### src/rtl/router_pkt_rx_if.sv
// Router port to packet receiver bus.
// Groups the FIFO drain handshake (vld_out, data_out, read_enb), the sink
// backpressure (hold) and the packet status / payload outputs of router_pkt_rx.
//   master : the router port / system side (drives FIFO data and hold)
//   slave  : the packet receiver (drives read strobe, payload and status)
interface router_pkt_rx_if #(
  parameter int CNT_W = 16
);
  logic             vld_out;
  logic [7:0]       data_out;
  logic             hold;
  logic             read_enb;
  logic [7:0]       byte_out;
  logic             byte_valid;
  logic             pkt_done;
  logic [5:0]       pkt_len;
  logic             parity_err;
  logic             addr_err;
  logic             trunc_err;
  logic [CNT_W-1:0] pkt_count;
  logic [CNT_W-1:0] err_count;

  modport master (
    output vld_out, data_out, hold,
    input  read_enb, byte_out, byte_valid, pkt_done, pkt_len,
           parity_err, addr_err, trunc_err, pkt_count, err_count
  );

  modport slave (
    input  vld_out, data_out, hold,
    output read_enb, byte_out, byte_valid, pkt_done, pkt_len,
           parity_err, addr_err, trunc_err, pkt_count, err_count
  );
endinterface

### src/rtl/router_pkt_rx.sv
// Packet receiver for one output port of the 1x3 router.
// Drains the port FIFO with read_enb, rebuilds each packet
// (header {len, addr}, len payload bytes, parity byte), checks address and
// parity, streams the payload and keeps saturating good/error packet counters.
// Ports:
//   clock  : system clock, all logic on posedge
//   reset  : synchronous, active-high
//   bus    : router_pkt_rx_if.slave
//            in  vld_out, data_out[7:0], hold
//            out read_enb (combinational), byte_out, byte_valid, pkt_done,
//                pkt_len, parity_err, addr_err, trunc_err, pkt_count, err_count
module router_pkt_rx #(
  parameter logic [1:0] PORT_ID = 2'd0,
  parameter int         RD_LAT  = 1,
  parameter int         TIMEOUT = 64,
  parameter int         CNT_W   = 16
) (
  input logic            clock,
  input logic            reset,
  router_pkt_rx_if.slave bus
);

  localparam int TW = $clog2(TIMEOUT + 1);

  typedef enum logic [2:0] {IDLE, HDR_RD, HDR_WAIT, BODY, DONE} state_t;

  state_t            state;
  logic [6:0]        reads_left;
  logic [RD_LAT-1:0] strobe;
  logic [5:0]        len;
  logic [1:0]        addr;
  logic [7:0]        calc;
  logic [7:0]        parity;
  logic [6:0]        rx_idx;
  logic [TW-1:0]     tmo;
  logic              capture;
  logic              active;
  logic              timed_out;
  logic              parity_bad;
  logic              addr_bad;

  function automatic logic [CNT_W-1:0] sat_inc(input logic [CNT_W-1:0] v);
    return (v == {CNT_W{1'b1}}) ? v : v + 1'b1;
  endfunction

  // A read's data is valid when its strobe falls out of the latency pipe.
  assign capture = strobe[RD_LAT-1];
  assign active  = (state == HDR_WAIT) || (state == BODY);

  // reads_left bounds reads to exactly len+2 per packet, so the next packet
  // waiting in the FIFO is never touched early.
  assign bus.read_enb = bus.vld_out & ~bus.hold & (reads_left != 7'd0) &
                        ((state == HDR_RD) || (state == BODY));

  // Abort fires on the cycle that would bring the idle counter to TIMEOUT.
  assign timed_out  = active && !capture && !bus.hold && (tmo == TW'(TIMEOUT - 1));
  assign parity_bad = (calc != parity);
  assign addr_bad   = (addr == 2'b11) || (addr != PORT_ID);

  always_ff @(posedge clock) begin
    if (reset) begin
      state          <= IDLE;
      reads_left     <= '0;
      strobe         <= '0;
      len            <= '0;
      addr           <= '0;
      calc           <= '0;
      parity         <= '0;
      rx_idx         <= '0;
      tmo            <= '0;
      bus.byte_out   <= '0;
      bus.byte_valid <= 1'b0;
      bus.pkt_done   <= 1'b0;
      bus.pkt_len    <= '0;
      bus.parity_err <= 1'b0;
      bus.addr_err   <= 1'b0;
      bus.trunc_err  <= 1'b0;
      bus.pkt_count  <= '0;
      bus.err_count  <= '0;
    end else begin
      bus.byte_valid <= 1'b0;
      bus.pkt_done   <= 1'b0;
      strobe         <= (strobe << 1) | RD_LAT'(bus.read_enb);
      if (bus.read_enb) reads_left <= reads_left - 7'd1;

      // Idle-cycle counter: cleared by data, frozen while the sink holds.
      if (!active || capture) tmo <= '0;
      else if (!bus.hold)     tmo <= tmo + 1'b1;

      case (state)
        IDLE: begin
          if (bus.vld_out) begin
            reads_left <= 7'd1;
            state      <= HDR_RD;
          end
        end
        HDR_RD: begin
          if (bus.read_enb) state <= HDR_WAIT;
        end
        HDR_WAIT: begin
          if (capture) begin
            len        <= bus.data_out[7:2];
            addr       <= bus.data_out[1:0];
            calc       <= bus.data_out;
            reads_left <= {1'b0, bus.data_out[7:2]} + 7'd1;
            rx_idx     <= '0;
            state      <= BODY;
          end
        end
        BODY: begin
          if (capture) begin
            rx_idx <= rx_idx + 7'd1;
            if (rx_idx < {1'b0, len}) begin
              calc           <= calc ^ bus.data_out;
              bus.byte_out   <= bus.data_out;
              bus.byte_valid <= 1'b1;
            end else begin
              parity <= bus.data_out;
              state  <= DONE;
            end
          end
        end
        DONE: begin
          bus.pkt_done   <= 1'b1;
          bus.pkt_len    <= len;
          bus.parity_err <= parity_bad;
          bus.addr_err   <= addr_bad;
          bus.trunc_err  <= 1'b0;
          if (!parity_bad && !addr_bad) bus.pkt_count <= sat_inc(bus.pkt_count);
          else                          bus.err_count <= sat_inc(bus.err_count);
          state <= IDLE;
        end
        default: state <= IDLE;
      endcase

      // Timeout overrides everything above: drop in-flight reads and report.
      if (timed_out) begin
        bus.pkt_done   <= 1'b1;
        bus.pkt_len    <= len;
        bus.parity_err <= 1'b0;
        bus.addr_err   <= 1'b0;
        bus.trunc_err  <= 1'b1;
        bus.err_count  <= sat_inc(bus.err_count);
        strobe         <= '0;
        reads_left     <= '0;
        tmo            <= '0;
        state          <= IDLE;
      end
    end
  end

endmodule

### src/flat_wrapper.sv
// flat-port wrapper written by rule: the top's interface ports become plain ports
module router_pkt_rx_flat 
#(
  parameter logic [1:0] PORT_ID = 2'd0,
  parameter int         RD_LAT  = 1,
  parameter int         TIMEOUT = 64,
  parameter int         CNT_W   = 16
)
  (clock, reset, bus_vld_out, bus_data_out, bus_hold, bus_read_enb, bus_byte_out, bus_byte_valid, bus_pkt_done, bus_pkt_len, bus_parity_err, bus_addr_err, bus_trunc_err, bus_pkt_count, bus_err_count);
  router_pkt_rx_if #(.CNT_W(CNT_W)) bus_i ();
  input logic clock;
  input logic reset;
  input wire logic [$bits(bus_i.vld_out)-1:0] bus_vld_out;
  input wire logic [$bits(bus_i.data_out)-1:0] bus_data_out;
  input wire logic [$bits(bus_i.hold)-1:0] bus_hold;
  output wire logic [$bits(bus_i.read_enb)-1:0] bus_read_enb;
  output wire logic [$bits(bus_i.byte_out)-1:0] bus_byte_out;
  output wire logic [$bits(bus_i.byte_valid)-1:0] bus_byte_valid;
  output wire logic [$bits(bus_i.pkt_done)-1:0] bus_pkt_done;
  output wire logic [$bits(bus_i.pkt_len)-1:0] bus_pkt_len;
  output wire logic [$bits(bus_i.parity_err)-1:0] bus_parity_err;
  output wire logic [$bits(bus_i.addr_err)-1:0] bus_addr_err;
  output wire logic [$bits(bus_i.trunc_err)-1:0] bus_trunc_err;
  output wire logic [$bits(bus_i.pkt_count)-1:0] bus_pkt_count;
  output wire logic [$bits(bus_i.err_count)-1:0] bus_err_count;
  assign bus_i.vld_out = bus_vld_out;
  assign bus_i.data_out = bus_data_out;
  assign bus_i.hold = bus_hold;
  assign bus_read_enb = bus_i.read_enb;
  assign bus_byte_out = bus_i.byte_out;
  assign bus_byte_valid = bus_i.byte_valid;
  assign bus_pkt_done = bus_i.pkt_done;
  assign bus_pkt_len = bus_i.pkt_len;
  assign bus_parity_err = bus_i.parity_err;
  assign bus_addr_err = bus_i.addr_err;
  assign bus_trunc_err = bus_i.trunc_err;
  assign bus_pkt_count = bus_i.pkt_count;
  assign bus_err_count = bus_i.err_count;
  router_pkt_rx #(.PORT_ID(PORT_ID), .RD_LAT(RD_LAT), .TIMEOUT(TIMEOUT), .CNT_W(CNT_W)) u_core (.clock(clock), .reset(reset), .bus(bus_i));
endmodule
### config.mk
export PLATFORM = sky130hd
export DESIGN_NAME = router_pkt_rx_flat
export DESIGN_NICKNAME = d
export VERILOG_FILES = /design/src/rtl/router_pkt_rx_if.sv /design/src/rtl/router_pkt_rx.sv /design/src/flat_wrapper.sv
export SDC_FILE = /design/constraint.sdc
export NUM_CORES = 1
export LEC_CHECK = 0
export CAP_MARGIN = 20
export CELL_PAD_IN_SITES_DETAIL_PLACEMENT = 1
export CELL_PAD_IN_SITES_GLOBAL_PLACEMENT = 1
export CORE_AREA = 2 2 132 102
export CTS_BUF_LIST = sky130_fd_sc_hd__clkbuf_4 sky130_fd_sc_hd__clkbuf_8
export DETAILED_ROUTE_END_ITERATION = 16
export DIE_AREA = 0 0 134 104
export PLACE_DENSITY = 0.8
export SYNTH_ARGS = -nofsm -noshare
export SYNTH_HDL_FRONTEND = slang
export SYNTH_SLANG_ARGS = --single-unit
### constraint.sdc
create_clock -name clock -period 2.2 [get_ports clock]
set_clock_uncertainty 0.1 [all_clocks]
set_input_delay 0.22 -clock clock [delete_from_list [all_inputs] [get_ports clock]]
set_output_delay 0.22 -clock clock [all_outputs]
set_load 0.01 [all_outputs]
==> results.json <==
{
  "synth_nets": 588,
  "syn-cell-area_um2": 4860,
  "min_delay_path_depth": 2,
  "period_needed_ps": 2140,
  "clk_path_buf_depth": 2,
  "synth_cells": 564,
  "cts.sinks": 100,
  "min_to": "u_core.bus.err_count[1]$_SDFFE_PP0P_",
  "dieArea_um2": 13900,
  "gp_congestion": 0.804,
  "yosysTopAreaCell": "dfxtp_1",
  "drtAntennaViolNets": 0,
  "wl_per_cell_um": 16.9,
  "placed_cell_area_um2": 5870,
  "ctsHoldBuffers": 0,
  "ys.flop_type": "dfxtp_1",
  "tightest_slew_ps": 564,
  "worst-r2r-cell-count": 8,
  "grt_pass1_wl_mm": 22.9,
  "antenna_found_initial": 0,
  "cp_data_arrival_time_ps": 2310,
  "synth.distinct_cells": 52,
  "status": "completed",
  "post-place-ws_ps": -193,
  "viasPerCell": 5.35,
  "worstHoldStart": "reset",
  "power_mw": 3.31,
  "numCtsBuffers": 9,
  "nNetsFinal": 674,
  "critical_path_class": "flip-flop to flip-flop",
  "ff2ff_setup_slack_ps": 60,
  "final_area_um2": 6230,
  "p_leak_nw": 2.35,
  "fill_cells": 1476,
  "layout_commonest_cell": "dfxtp_1",
  "path_max_fanout": 7,
  "slew_violations": 0,
  "insertion_delay_ps": 380,
  "grt_overflow": 0,
  "root_buffer": "clkbuf_8",
  "worstSetupStartpointType": "flip-flop",
  "setup_viol_count_final": 0,
  "cp.buffers_inverters": 1,
  "die_y_um": 104,
  "core-area_um2": 12700,
  "area_growth_pct": 28.3,
  "maxSlewHeadroom_pct": 62.4,
  "yosysTopAreaCellShare_pct": 41.2,
  "ys_seq_area_share_pct": 41.2,
  "portBuffers": 63,
  "r2r_start": "u_core.tmo[0]$_SDFFE_PP0N_",
  "synth_edf_count": 0,
  "rows": 36,
  "cts_tree": "built",
  "first_global_vias": 4545,
  "mostFrequentLayoutCells": "dfxtp_1, nor2_1, clkdlybuf4s50_1, nand2_1, a21oi_1",
  "critPathSlowestCell": "or4b_4",
  "dpl.cell_count": 803,
  "antennaDiodeCount": 0,
  "drt_pass1_iterations": 4,
  "synth_area_leaders": "dfxtp_1, nor2_1, xor2_1",
  "drt_iter0_drc": 269,
  "htreeDepth": 3,
  "crit_chain": "ha_1 -> and4b_4 -> nand4_4 -> or4b_4 -> nand3_4 -> buf_4 -> nor3_2 -> mux2_2",
  "start_util_pct": 38.4,
  "cpPeakStageDelay_ps": 510,
  "layout.cells.non_filler": 826,
  "ys_seq_elements": 100,
  "cp_data_required_time_ps": 2370,
  "routed-via-count": 4423,
  "grt_start_max_net_pins": 41,
  "final.period_utilization_pct": 97.3,
  "peakVddDrop_mv": 0.277,
  "cp_top_family": "simple AND/OR/NAND/NOR gates",
  "routed_wl_mm": 13.9,
  "finalCoreUtilization_pct": 49.2,
  "syn_area_per_cell_um2": 8.62,
  "hold_path.class": "input port to flip-flop",
  "yosysWarnings": 0,
  "drv_cap": 0,
  "timing.rr.end": "u_core.bus.err_count[6]$_SDFFE_PP0P_",
  "drive_gt1_share_pct": 15.9,
  "fin_ws_ps": 59.8,
  "end_kind": "flip-flop",
  "drc": 0,
  "clk_pin_slew_ps": 100,
  "num_io_pins": 64,
  "grt_usage_pct": 20.1,
  "dp.final_hpwl_mm": 10.2,
  "hold_viol": 0,
  "max_clock_freq_mhz": 467,
  "synthArstFlopShare_pct": 0,
  "die_w_um": 134,
  "power.density_nw_per_um2": 531
}
-- flip-flops by register name, summed over array words and instances (netlist names) --
| register | cells |
|---|---|
| u_core.state | 3 |
| u_core.bus.addr_err | 1 |
| u_core.reads_left | 7 |
| u_core.bus.pkt_len | 6 |
| u_core.calc | 8 |
| u_core.bus.trunc_err | 1 |
| u_core.addr | 2 |
| u_core.rx_idx | 7 |
| u_core.parity | 8 |
| u_core.bus.byte_valid | 1 |
| u_core.bus.err_count | 16 |
| u_core.len | 6 |
| u_core.bus.pkt_count | 16 |
| u_core.capture | 1 |
| u_core.bus.parity_err | 1 |
| u_core.tmo | 7 |
| u_core.bus.pkt_done | 1 |
| u_core.bus.byte_out | 8 |
-- per-stage QoR --
| stage | setup TNS (ps) | hold slack, ps |
|---|---|---|
| 3_3_place_gp | -1050 | 352 |
| 4_1_cts | 0 | 210 |
| 2_1_floorplan | 0 | 256 |
| 5_1_grt | -21.0 | 275 |
| 6_report | 0 | 224 |
| 3_5_place_dp | -1900 | 360 |
-- worst max-delay path by stage --
stage,from,to,depth (start not counted)
3_3_place_gp,bus_hold,u_core.bus.err_count[1]$_SDFFE_PP0P_,8
2_1_floorplan,u_core.reads_left[0]$_SDFF_PP0_,u_core.reads_left[3]$_SDFF_PP0_,8
6_report,u_core.tmo[0]$_SDFFE_PP0N_,u_core.bus.err_count[6]$_SDFFE_PP0P_,8
4_1_cts,u_core.tmo[0]$_SDFFE_PP0N_,u_core.bus.err_count[14]$_SDFFE_PP0P_,7
3_5_place_dp,bus_hold,u_core.bus.err_count[14]$_SDFFE_PP0P_,7
5_1_grt,u_core.tmo[0]$_SDFFE_PP0N_,u_core.bus.err_count[6]$_SDFFE_PP0P_,8
-- synth_stat cells (4+ instances only) --
master,count
dfxtp_1,100
nor2_1,71
nand2_1,52
a21oi_1,40
clkbuf_1,25
xor2_1,23
o21ai_0,21
nand3_1,20
xnor2_1,17
inv_1,16
mux2i_1,16
nand4_1,15
nor3_1,13
ha_1,12
nor2b_1,11
and3_1,9
a311oi_1,8
a41o_1,8
nand3b_1,8
mux2_2,7
nor4_1,7
nand2b_1,6
or3_1,5
a21o_1,4
a22oi_1,4
buf_2,4
or2_2,4
or4_1,4
-- routing by layer --
metal | vias up | track usage [%] | wire length (um)
met5 | - | 0 | 0
li1 | 2149 | - | -
met4 | 0 | 4.33 | 140
met2 | 97 | 32.9 | 6600
met1 | 2162 | 27.3 | 6510
met3 | 15 | 4.04 | 683
-- cell type report --
type                            count  area, um^2  share of cell area [%]
Clock inverter                      6        71.3                    1.14
Multi-Input combinational cell    414        2710                    43.5
Tap cell                          171         214                    3.43
Timing Repair Buffer              109        1020                    16.4
Clock buffer                       10         138                    2.21
Inverter                           16        62.6                    1.00
Sequential cell                   100        2010                    32.3
-- kinds of logic after synthesis --
kind of cell / Yosys count / share of synthesized area [%]
simple gates: 244 / 26.5
flops: 100 / 41.2
compound gates: 95 / 12.8
buf+inv: 50 / 4.27
xor+xnor: 40 / 7.21
mux: 23 / 4.92
fa+ha+maj: 12 / 3.09
-- power breakdown --
part / switching (mW) / internal, mW
combinational: 0.130 / 0.0969
clock: 0.692 / 0.565
sequential: 0.00829 / 1.81
total: 0.831 / 2.48
-- timing repair --
action,4_1_cts,5_1_grt
cloned,0,1
resized for setup,5,24
buffers inserted,1,5
pin swaps,1,8
setup endpoints to repair,1,48
Power figures use the tool's default switching activity.
